<file path="src/rtl/clk_rate_detector.sv">
// Recovers the divider rate code (00/01/10) from a square wave by timing its
// half-periods against tolerance windows; locks after MATCH_CNT agreeing samples.
module clk_rate_detector #(
    parameter int CLOCKFREQ   = 100_000_000,
    parameter int EXPECT_CLK0 = 10000,
    parameter int EXPECT_CLK1 = 8000,
    parameter int EXPECT_CLK2 = 10,
    parameter int TOL_SHIFT   = 4,
    parameter int MATCH_CNT   = 2
) (
    input  logic        iClk,
    input  logic        iRst,
    input  logic        iEn,
    input  logic        iSig,
    output logic [1:0]  oRate,
    output logic        oLock,
    output logic [31:0] oMeasure,
    output logic        oErrPulse,
    output logic        oTimeout
);

    localparam int HP0   = CLOCKFREQ / (2 * EXPECT_CLK0);
    localparam int HP1   = CLOCKFREQ / (2 * EXPECT_CLK1);
    localparam int HP2   = CLOCKFREQ / (2 * EXPECT_CLK2);
    localparam int HPMAX = (HP0 > HP1) ? ((HP0 > HP2) ? HP0 : HP2)
                                       : ((HP1 > HP2) ? HP1 : HP2);

    localparam logic [31:0] LO0     = 32'(HP0 - (HP0 >> TOL_SHIFT));
    localparam logic [31:0] HI0     = 32'(HP0 + (HP0 >> TOL_SHIFT));
    localparam logic [31:0] LO1     = 32'(HP1 - (HP1 >> TOL_SHIFT));
    localparam logic [31:0] HI1     = 32'(HP1 + (HP1 >> TOL_SHIFT));
    localparam logic [31:0] LO2     = 32'(HP2 - (HP2 >> TOL_SHIFT));
    localparam logic [31:0] HI2     = 32'(HP2 + (HP2 >> TOL_SHIFT));
    localparam logic [31:0] TIMEOUT = 32'(2 * HPMAX);
    localparam logic [3:0]  MATCH_N = 4'(MATCH_CNT);
    localparam logic [1:0]  CLS_NONE = 2'b11;

    typedef enum logic {
        SEARCH = 1'b0,
        LOCKED = 1'b1
    } state_t;

    logic        sync1_q, sync2_q, sync3_q;
    logic        edgePulse;
    logic [31:0] cnt_q;
    logic        prevValid_q;
    state_t      state_q;
    logic [1:0]  cand_q;
    logic [3:0]  matchCnt_q;
    logic [1:0]  rate_q;
    logic        lock_q;
    logic [31:0] measure_q;
    logic        errPulse_q;
    logic        timeout_q;

    logic [1:0]  measClass;
    logic [3:0]  nextMatch;
    logic        cntAtLimit;

    // The synchronizer keeps sampling while disabled so re-enabling never
    // manufactures a false edge.
    always_ff @(posedge iClk) begin
        if (iRst) begin
            sync1_q <= 1'b0;
            sync2_q <= 1'b0;
            sync3_q <= 1'b0;
        end else begin
            sync1_q <= iSig;
            sync2_q <= sync1_q;
            sync3_q <= sync2_q;
        end
    end

    assign edgePulse  = sync2_q ^ sync3_q;
    assign cntAtLimit = (cnt_q == TIMEOUT);

    // Later assignments win, so the lowest matching class takes priority.
    always_comb begin
        measClass = CLS_NONE;
        if (cnt_q >= LO2 && cnt_q <= HI2) measClass = 2'd2;
        if (cnt_q >= LO1 && cnt_q <= HI1) measClass = 2'd1;
        if (cnt_q >= LO0 && cnt_q <= HI0) measClass = 2'd0;
        nextMatch = 4'd1;
        if (measClass == cand_q)
            nextMatch = (matchCnt_q == 4'd15) ? 4'd15 : matchCnt_q + 4'd1;
    end

    always_ff @(posedge iClk) begin
        if (iRst || !iEn) begin
            cnt_q       <= '0;
            prevValid_q <= 1'b0;
            state_q     <= SEARCH;
            cand_q      <= CLS_NONE;
            matchCnt_q  <= '0;
            rate_q      <= CLS_NONE;
            lock_q      <= 1'b0;
            measure_q   <= '0;
            errPulse_q  <= 1'b0;
            timeout_q   <= 1'b0;
        end else begin
            errPulse_q <= 1'b0;
            if (edgePulse) begin
                // Counter restarts at 1 so its value at the next edge is the distance.
                cnt_q     <= 32'd1;
                timeout_q <= 1'b0;
                if (!prevValid_q || cntAtLimit) begin
                    prevValid_q <= 1'b1;
                    if (cntAtLimit) begin
                        state_q    <= SEARCH;
                        rate_q     <= CLS_NONE;
                        lock_q     <= 1'b0;
                        cand_q     <= CLS_NONE;
                        matchCnt_q <= '0;
                    end
                end else begin
                    measure_q <= cnt_q;
                    case (state_q)
                        SEARCH: begin
                            if (measClass == CLS_NONE) begin
                                errPulse_q <= 1'b1;
                                cand_q     <= CLS_NONE;
                                matchCnt_q <= '0;
                            end else begin
                                cand_q     <= measClass;
                                matchCnt_q <= nextMatch;
                                if (nextMatch >= MATCH_N) begin
                                    state_q <= LOCKED;
                                    rate_q  <= measClass;
                                    lock_q  <= 1'b1;
                                end
                            end
                        end
                        LOCKED: begin
                            if (measClass != rate_q) begin
                                state_q    <= SEARCH;
                                rate_q     <= CLS_NONE;
                                lock_q     <= 1'b0;
                                cand_q     <= measClass;
                                matchCnt_q <= (measClass == CLS_NONE) ? 4'd0 : 4'd1;
                                errPulse_q <= (measClass == CLS_NONE);
                            end
                        end
                        default: state_q <= SEARCH;
                    endcase
                end
            end else if (cntAtLimit) begin
                if (!timeout_q) begin
                    timeout_q   <= 1'b1;
                    state_q     <= SEARCH;
                    rate_q      <= CLS_NONE;
                    lock_q      <= 1'b0;
                    prevValid_q <= 1'b0;
                    cand_q      <= CLS_NONE;
                    matchCnt_q  <= '0;
                end
            end else begin
                cnt_q <= cnt_q + 32'd1;
            end
        end
    end

    assign oRate     = rate_q;
    assign oLock     = lock_q;
    assign oMeasure  = measure_q;
    assign oErrPulse = errPulse_q;
    assign oTimeout  = timeout_q;

endmodule

</file>
<file path="config.mk">
export PLATFORM = sky130hd
export DESIGN_NAME = clk_rate_detector
export DESIGN_NICKNAME = d
export VERILOG_FILES = /design/src/rtl/clk_rate_detector.sv
export SDC_FILE = /design/constraint.sdc
export NUM_CORES = 1
export LEC_CHECK = 0
export BUFFER_PORTS_ARGS = -buffer_cell sky130_fd_sc_hd__buf_4
export CORE_MARGIN = 8
export CORE_UTILIZATION = 58
export CTS_BUF_LIST = sky130_fd_sc_hd__clkbuf_8
export CTS_CLUSTER_SIZE = 8
export DETAILED_ROUTE_END_ITERATION = 16
export HOLD_SLACK_MARGIN = 0.1
export PLACE_DENSITY = 0.85
export SYNTH_ARGS = -nofsm -noshare
export SYNTH_HDL_FRONTEND = slang
export SYNTH_SLANG_ARGS = --single-unit
</file>
<file path="constraint.sdc">
create_clock -name iClk -period 3.3 [get_ports iClk]
set_input_delay 0.495 -clock iClk [delete_from_list [all_inputs] [get_ports iClk]]
set_output_delay 0.495 -clock iClk [all_outputs]
set_load 0.05 [all_outputs]
</file>
======== Word-level counts from Yosys, hierarchy flattened ========
Index checks and enable logic that the tools add are counted.
cells by class
  add/sub/neg operators ................... 2
  magnitude comparators ................... 7
  eq/ne operators ......................... 12
  muxes and demuxes ....................... 50
  bitwise operators ....................... 4
  reductions and logical operators ........ 15
operators with widths
  cell                                                                  number
  greater-or-equal comparator 32 x 13 -> 1 bit (second input constant)  2
  <= comparator 32 x 13 -> 1 bit (second input constant)                2
  2-to-1 mux 4 bit                                                      9
  adder 32 x 1 -> 32 bit (second input constant)                        1
  == test 32 x 24 -> 1 bit (second input constant)                      1
  greater-or-equal comparator 32 x 23 -> 1 bit (second input constant)  1
  <= comparator 32 x 23 -> 1 bit (second input constant)                1
  2-to-1 mux 2 bit                                                      14
  2-to-1 mux 1 bit                                                      21
  != test 4 bit (second input constant)                                 2
  one-hot mux 2 bit (2 select lines)                                    2
  one-hot mux 4 bit (2 select lines)                                    1
  != test 2 bit (second input constant)                                 3
  one-hot mux 1 bit (2 select lines)                                    3
  AND reduction 3 bit                                                   2
  AND reduction 6 bit                                                   1
  adder 4 x 1 -> 4 bit (second input constant)                          1
  == test 4 bit (second input constant)                                 1
  greater-or-equal comparator 4 x 2 -> 1 bit (second input constant)    1
  != test 4 x 2 -> 1 bit (second input constant)                        1
  AND reduction 4 bit                                                   1
  logical AND 1 bit                                                     3
  NOT 1 bit                                                             3
  OR reduction 3 bit                                                    1
  other kinds (10)                                                      12
word-level totals
  flip-flop bits (word level) ............. 80
  input port bits ......................... 4
  output and inout port bits .............. 37
  logic and storage cells ................. 104

======== Longest topological paths before layout ========
Gate-level depths: netlist of the first run.
  word-level depth ........................ 13
  depth in mapped cells ................... 10
  mapped depth without buffers ............ 10

======== Worst setup path after synthesis of the first run ========
No wires, ideal clock.
  path type ............................... reg2reg
  from .................................... register cnt_q[4]
  to ...................................... register rate_q[0], in the netlist oRate[0]
  setup time .............................. 115 ps
  arrival time ............................ 2,502 ps
  required time ........................... 3,185 ps
  setup slack ............................. 683 ps
  stages on the path, launching flop included .. 10
  buffers on the path ..................... 1
  clock period less this slack ............ 2,617 ps
  path through ............................ dfxtp_1 buf_2 or2_1 or4_1 a311o_1 or3_1 o31ai_2 o21ai_2 or3_1 o21a_1
between the ends
  longest elaborated chain between the ends .. 10
  elaborated cells between the ends (all ways) .. 30
  classes of those cells .................. order compare (7); eq/ne (8); mux (9); reduce/logical (6)
RTL lines
  item                                                                                                     RTL line  text
  start: declaration                                                                                       45        logic [31:0] cnt_q;
  start signal: assignment                                                                                 157       cnt_q <= cnt_q + 32'd1;
  greater-or-equal comparator 32 x 23 -> 1 bit / <= comparator 32 x 23 -> 1 bit (equally long branches)    80        if (cnt_q >= LO2 && cnt_q <= HI2) measClass = 2'd2;
  logical AND 1 bit                                                                                        80
  2-to-1 mux 1 bit                                                                                         80
  2-to-1 mux 2 bit                                                                                         81        if (cnt_q >= LO1 && cnt_q <= HI1) measClass = 2'd1;
  2-to-1 mux 2 bit                                                                                         82        if (cnt_q >= LO0 && cnt_q <= HI0) measClass = 2'd0;
  == test 2 bit / 2-to-1 mux 2 bit (equally long branches)                                                 84, 126
  2-to-1 mux 4 bit / 2-to-1 mux 2 bit (equally long branches)                                              84, 119
  greater-or-equal comparator 4 x 2 -> 1 bit / one-hot mux 2 bit (2 select lines) (equally long branches)  126, 117
  != test 4 bit (no line) / 2-to-1 mux 2 bit (equally long branches)                                       n/a
  AND reduction 6 bit (no line) / 2-to-1 mux 2 bit (equally long branches)                                 n/a
  end signal: assignment                                                                                   128       rate_q <= measClass;
  end: declaration                                                                                         50        logic [1:0] rate_q;
Several ways; a longest one is shown, not always the timed one. The select of a mux whose other input is x is not followed.
A chain may end at the register's enable or synchronous reset.

======== Final worst setup path of the first run ========
  from .................................... register cnt_q[4]
  to ...................................... register rate_q[1], in the netlist oRate[1]
between the ends
  longest elaborated chain between the ends .. 10
  elaborated cells between the ends (all ways) .. 30
  classes of those cells .................. order compare (7); eq/ne (8); mux (9); reduce/logical (6)
RTL lines
  item                                                                                                   RTL line  text
  greater-or-equal comparator 32 x 23 -> 1 bit / <= comparator 32 x 23 -> 1 bit (equally long branches)  80
  logical AND 1 bit                                                                                      80
  2-to-1 mux 1 bit                                                                                       80
  2-to-1 mux 2 bit                                                                                       81
  2-to-1 mux 2 bit                                                                                       82
  == test 2 bit                                                                                          84        if (measClass == cand_q)
  2-to-1 mux 4 bit                                                                                       84
  greater-or-equal comparator 4 x 2 -> 1 bit                                                             126       if (nextMatch >= MATCH_N) begin
  != test 4 bit (no line)                                                                                n/a
  AND reduction 6 bit (no line)                                                                          n/a
Several ways; a longest one is shown, not always the timed one. The select of a mux whose other input is x is not followed.

==> flow_summary.toml, run 1 <==
[outcome]
outcome = "complete, no violations"

[routing]
routed-via-count = 3445
wl_um = 9079
drc = 0
wl_per_cell_um = 15.93
drt_iter0_drc = 380
firstDrtPassIters = 5
viasPerCell = 6.044
drtAntennaViolNets = 0

[die]
ioPinCount = 41
dieArea_um2 = 9620
die_w_um = 98.08
start_util = 0.5881
dieHeight_um = 98.08
core_area_um2 = 6644
std_cell_rows = 30

[final_layout]
multi_input_area_um2 = 2155
nFillCells = 545
stdcell_area_um2 = 4454
layoutNonFillerInstCount = 570
drive_gt1_frac = 0.1408
nNetsFinal = 492
final_util = 0.6704
area_delta_synth_final_pct = 13.99
seq_area_um2 = 1602
antenna_cells = 0

[timing]
setup_viol = 0
setup_tns_ns = 0
post-route-period-util = 0.8830
finalCriticalPeriod_ns = 2.914
hold_viol = 0
slew_viol_final = 0
hold_ws_ns = 0.3123
relSlewSlack = 0.5354
max_freq_mhz = 343.2
skew_ns = 0.009543
tightest_slew_ns = 0.6906
grt_setup_unrepaired = "false"

[synth]
ys.flop_type = "dfxtp_1"
syn_avg_cell_area_um2 = 8.495
netlist.area_leader.share = 0.4099
yosys_warnings = 0
seq_area_frac_synth = 0.4099
synth_edf_count = 0
netlist_instances = 460
yosys.area.top_type = "dfxtp_1"
post-synth-top-count-cell = "dfxtp_1"
synth_area_leaders = "dfxtp_1 (41%), mux2i_1 (8.2%), nor2_1 (6.6%)"
synth_common_cells = "dfxtp_1 (80), nor2_1 (69), nand2_1 (34)"
async_reset_ff_frac = 0
ys_types = 57
netlist_area_um2 = 3907
syn_nets = 467
ys_ff_latch = 80

[power_and_ir_drop]
leakage_nw = 1.572
vdd_drop_max_uv = 335.5
power.density_nw_per_um2 = 410.2

[clock_network]
cts_made_buffers = 9
cts_resized = 0
cts.clk_slew.worst_paths_ns = 0.08
clk_latency_ns = 0.37
root_buffer = "clkbuf_8"
cts_hold_buf = 0
postCtsSetupRepairBufs = 0
clock-sinks = 80
clockBufferDepth = 2
htree_num_levels = 3
cts_tree = "done"

[grt]
grt_usage = 0.1951
grt_pass1_vias = 3257
grt-ovfl-total = 0
grt_pass1_wl_um = 15460
grt_antenna_before_repair = 0
grt_max_degree = 38

[placement]
placed_cells = 554
place.gp.congestion = 0.9644
place_hpwl_um = 6318
portBuffers = 40
placed_area_um2 = 4224

[setup_path]
arrival_ns = 3.22
critPathKind = "register to register"
critPathRequiredTime_ns = 3.61
startpoint_type = "register"
critPathMaxFanout = 10
crit_path_end_kind = "register"

[run]
cap_violations = 0

[hold_path]
hold_path.class = "input port to register"
==> through the flow <==
stage	worst slack [ns]	power [mW]
5_1_grt	0.08275	1.873
4_1_cts	0.4431	1.840
3_3_place_gp	0.5734	1.030
3_5_place_dp	0.4624	1.031
6_report	0.3860	1.827
2_1_floorplan	0.6832	1.019
==> cell type report <==
type,instances,share of cell area
multi-input combinational,341,0.4837
sequential,80,0.3596
timing repair buffer,45,0.07584
clock buffer,11,0.03399
tap,80,0.02247
clock inverter,5,0.01770
inverter,8,0.006742
==> registers in the layout, indices dropped and copies added, names as in the netlist <==
signal	cells
matchCnt_q	4
cnt_q	32
oRate	2
sync1_q	1
state_q	1
sync3_q	1
cand_q	2
prevValid_q	1
sync2_q	1
oTimeout	1
oErrPulse	1
oMeasure	32
oLock	1
==> path summary, 6_finish.rpt <==
check                                           start                     to  slack [ns]  cells past startpoint
worst max register to register  cnt_q[4]$_SDFFE_PP0N_  oRate[1]$_SDFFE_PP1P_        0.39                      8
worst max-delay path            cnt_q[4]$_SDFFE_PP0N_  oRate[1]$_SDFFE_PP1P_        0.39                      8
worst min-delay path                             iRst     sync1_q$_SDFF_PP0_        0.31                      2
worst min register to register     sync1_q$_SDFF_PP0_     sync2_q$_SDFF_PP0_        0.45                      1
==> worst max-delay path: stages, from the launching register on <==
cell       delay, ns
dfxtp_1         0.49
nand4_1         0.36
or3_1           0.43
nor4_1          0.23
o22a_1          0.37
o311ai_2        0.19
a31oi_2         0.34
a2bb2oi_1       0.26
o32a_1          0.19
==> where the power goes <==
part | internal, mW | leakage [nW] | switching (mW) | total (mW)
Clock | 0.466 | 0.119 | 0.353 | 0.818
Sequential | 0.967 | 0.645 | 0.00329 | 0.971
Combinational | 0.0117 | 0.808 | 0.0260 | 0.0378
==> routing by layer <==
layer,share of wire,track usage,vias up
met5,0,0,-
met4,0.032,0.1187,0
met3,0.066,0.03912,26
met2,0.45,0.3014,142
met1,0.45,0.2448,1600
li1,-,-,1677
==> layout by cell type (no fill, tap or decap), types with 4 or more instances in the layout <==
cell,n
a21oi_1,14
and3_1,11
buf_4,45
clkbuf_8,11
dfxtp_1,80
inv_1,8
mux2i_1,32
nand2_1,34
nand2b_1,7
nand3_1,18
nand4_1,6
nand4b_1,5
nor2_1,68
nor2b_1,7
nor3_1,6
nor4_1,9
o21a_1,4
o21ai_0,17
o31ai_1,4
or3_1,18
xnor2_1,5
xor2_1,21
==> cells by family (layout without fill, tap and decap cells) <==
family	count (synthesis)	count (layout)	synth area share
buffers and inverters	39	69	0.04067
and+or+nand+nor	210	210	0.2763
muxes	32	32	0.08197
DFF	80	80	0.4099
xor gates and xnor gates	26	26	0.05828
AOI/OAI and AO/OA	70	70	0.1233
adders and majority gates	3	3	0.009607
Note: power is estimated with default switching activity, not from simulation.
==> run 2: changes to the inputs <==
==> config.mk (replaced) <==
export PLATFORM = sky130hd
export DESIGN_NAME = clk_rate_detector
export DESIGN_NICKNAME = d
export VERILOG_FILES = /design/src/rtl/clk_rate_detector.sv
export SDC_FILE = /design/constraint.sdc
export NUM_CORES = 1
export LEC_CHECK = 0
export BUFFER_PORTS_ARGS = -buffer_cell sky130_fd_sc_hd__buf_2
export CORE_MARGIN = 4
export CORE_UTILIZATION = 25
export CTS_BUF_LIST = sky130_fd_sc_hd__clkbuf_8
export CTS_CLUSTER_SIZE = 8
export DETAILED_ROUTE_END_ITERATION = 16
export HOLD_SLACK_MARGIN = 0.1
export PLACE_DENSITY = 0.46
export SYNTH_ARGS = -nofsm -noshare
export SYNTH_HDL_FRONTEND = slang
export SYNTH_SLANG_ARGS = --single-unit
==> flow_summary.toml, run 2 (synthesis gave the netlist of run 1 again) <==
[setup_path]
critPathBufInv = 0
path_common_cell = "o22a_1"
cp_cell_sequence = "nand4_1 > or3_1 > nor4_1 > o22a_1 > a211o_1 > a31oi_2 > nand2b_1 > o22a_1"
crit_path_end_kind = "register"
startpoint_type = "register"
ff2ff_path_depth = 8
critPathRequiredTime_ns = 3.55
critPathMaxFanout = 10
cp_slowest_stage_delay_ns = 0.49
rr_startpoint = "cnt_q[4]$_SDFFE_PP0N_"
critPathSlowestCell = "dfxtp_1"
path_depth = 8
crit_start = "cnt_q[4]$_SDFFE_PP0N_"
critPathKind = "register to register"
arrival_ns = 3.11
crit_family = "simple AND/OR/NAND/NOR gates"

[die]
ioPinCount = 41
die_w_um = 133.0
std_cell_rows = 45
start_util = 0.2561
core_area_um2 = 15260
dieHeight_um = 133.0
dieArea_um2 = 17690

[routing]
firstDrtPassIters = 5
wl_per_cell_um = 14.37
wl_um = 10090
viasPerCell = 4.744
drt_iter0_drc = 233
drtAntennaViolNets = 0
routed-via-count = 3330
drc = 0

[clock_network]
postCtsSetupRepairBufs = 0
cts.clk_slew.worst_paths_ns = 0.08
clk_latency_ns = 0.36
clock-sinks = 80
cts_made_buffers = 9
cts_hold_buf = 0
htree_num_levels = 3
clockBufferDepth = 2
cts_tree = "done"
cts_resized = 0
root_buffer = "clkbuf_8"

[placement]
place_hpwl_um = 7275
portBuffers = 40
place.gp.congestion = 0.8172

[timing]
setup_viol = 0
skew_ns = 0.01084
relSlewSlack = 0.5653
setup_tns_ns = 0
hold_ws_ns = 0.3394
slew_viol_final = 0
post-route-period-util = 0.8671
tightest_slew_ns = 0.6460
finalCriticalPeriod_ns = 2.862
max_freq_mhz = 349.5
hold_viol = 0
grt_setup_unrepaired = "false"

[power_and_ir_drop]
combPwrFrac = 0.022
seq_power_share = 0.542
swShare = 0.2103
leakage_nw = 1.573
power.density_nw_per_um2 = 396.3
p_switching_uw = 376.6
p_clk_frac = 0.437
intPower_mw = 1.415
vdd_drop_max_uv = 188.0

[final_layout]
antenna_cells = 0
seq_area_um2 = 1602
drive_gt1_frac = 0.1405
layout_commonest_cell = "dfxtp_1"
final_cell_mix = "dfxtp_1 (80), nor2_1 (68), buf_2 (40)"
area_delta_synth_final_pct = 15.66
nNetsFinal = 495
nFillCells = 1650
multi_input_area_um2 = 2155

[hold_path]
hold_path.class = "input port to register"
min_from = "iRst"
whs_path_depth = 2

[grt]
grt-ovfl-total = 0
grt_pass1_wl_um = 16980
grt_antenna_before_repair = 0
grt_usage = 0.1181
grt_max_degree = 38
grt_pass1_vias = 3229

[run]
cap_violations = 0

[outcome]
outcome = "complete, no violations"
-- run 2: through the flow --
step / setup WS [ns] / util / total power, mW / cell area, um^2 / std cells
floorplan: 0.6832 / - / 1.019 / 3908 / 460
global placement: 0.5154 / 0.2825 / 1.033 / 4310 / 688
detailed placement: 0.4520 / 0.2825 / 1.033 / 4310 / 688
CTS: 0.4232 / 0.2962 / 1.820 / 4519 / 702
global route: 0.1136 / 0.2962 / 1.868 / 4519 / 702
finish: 0.4385 / 0.2962 / 1.791 / 4519 / 702
-- run 2: metal layers --
metal,GRT usage,share of wire,vias to the layer above
li1,-,-,1680
met1,0.1625,0.50,1561
met2,0.1761,0.43,77
met3,0.03802,0.059,12
met4,0.03522,0.011,0
met5,0,0,-
-- run 2: cell type report --
type / count / share of cell area
Clock buffer: 10 / 0.03045
Sequential cell: 80 / 0.3544
Clock inverter: 4 / 0.01578
Inverter: 8 / 0.006645
Timing Repair Buffer: 48 / 0.05759
Tap cell: 211 / 0.05842
Multi-Input combinational cell: 341 / 0.4767
-- run 2: final timing paths --
path | endpoint | slack [ns]
setup / recovery | cand_q[0]$_SDFFE_PP1P_ | 0.44
hold / removal | sync2_q$_SDFF_PP0_ | 0.34
setup reg to reg | cand_q[0]$_SDFFE_PP1P_ | 0.44
hold reg to reg | sync2_q$_SDFF_PP0_ | 0.46
-- run 2: power groups by stage --
stage	Clock [mW]	Sequential, mW	Combinational, mW
final	0.782	0.970	0.0390
after global routing	0.853	0.971	0.0444
after CTS	0.809	0.970	0.0403
after detailed placement	0	0.993	0.0402
after global placement	0	0.993	0.0401
after floorplan	0	0.992	0.0264
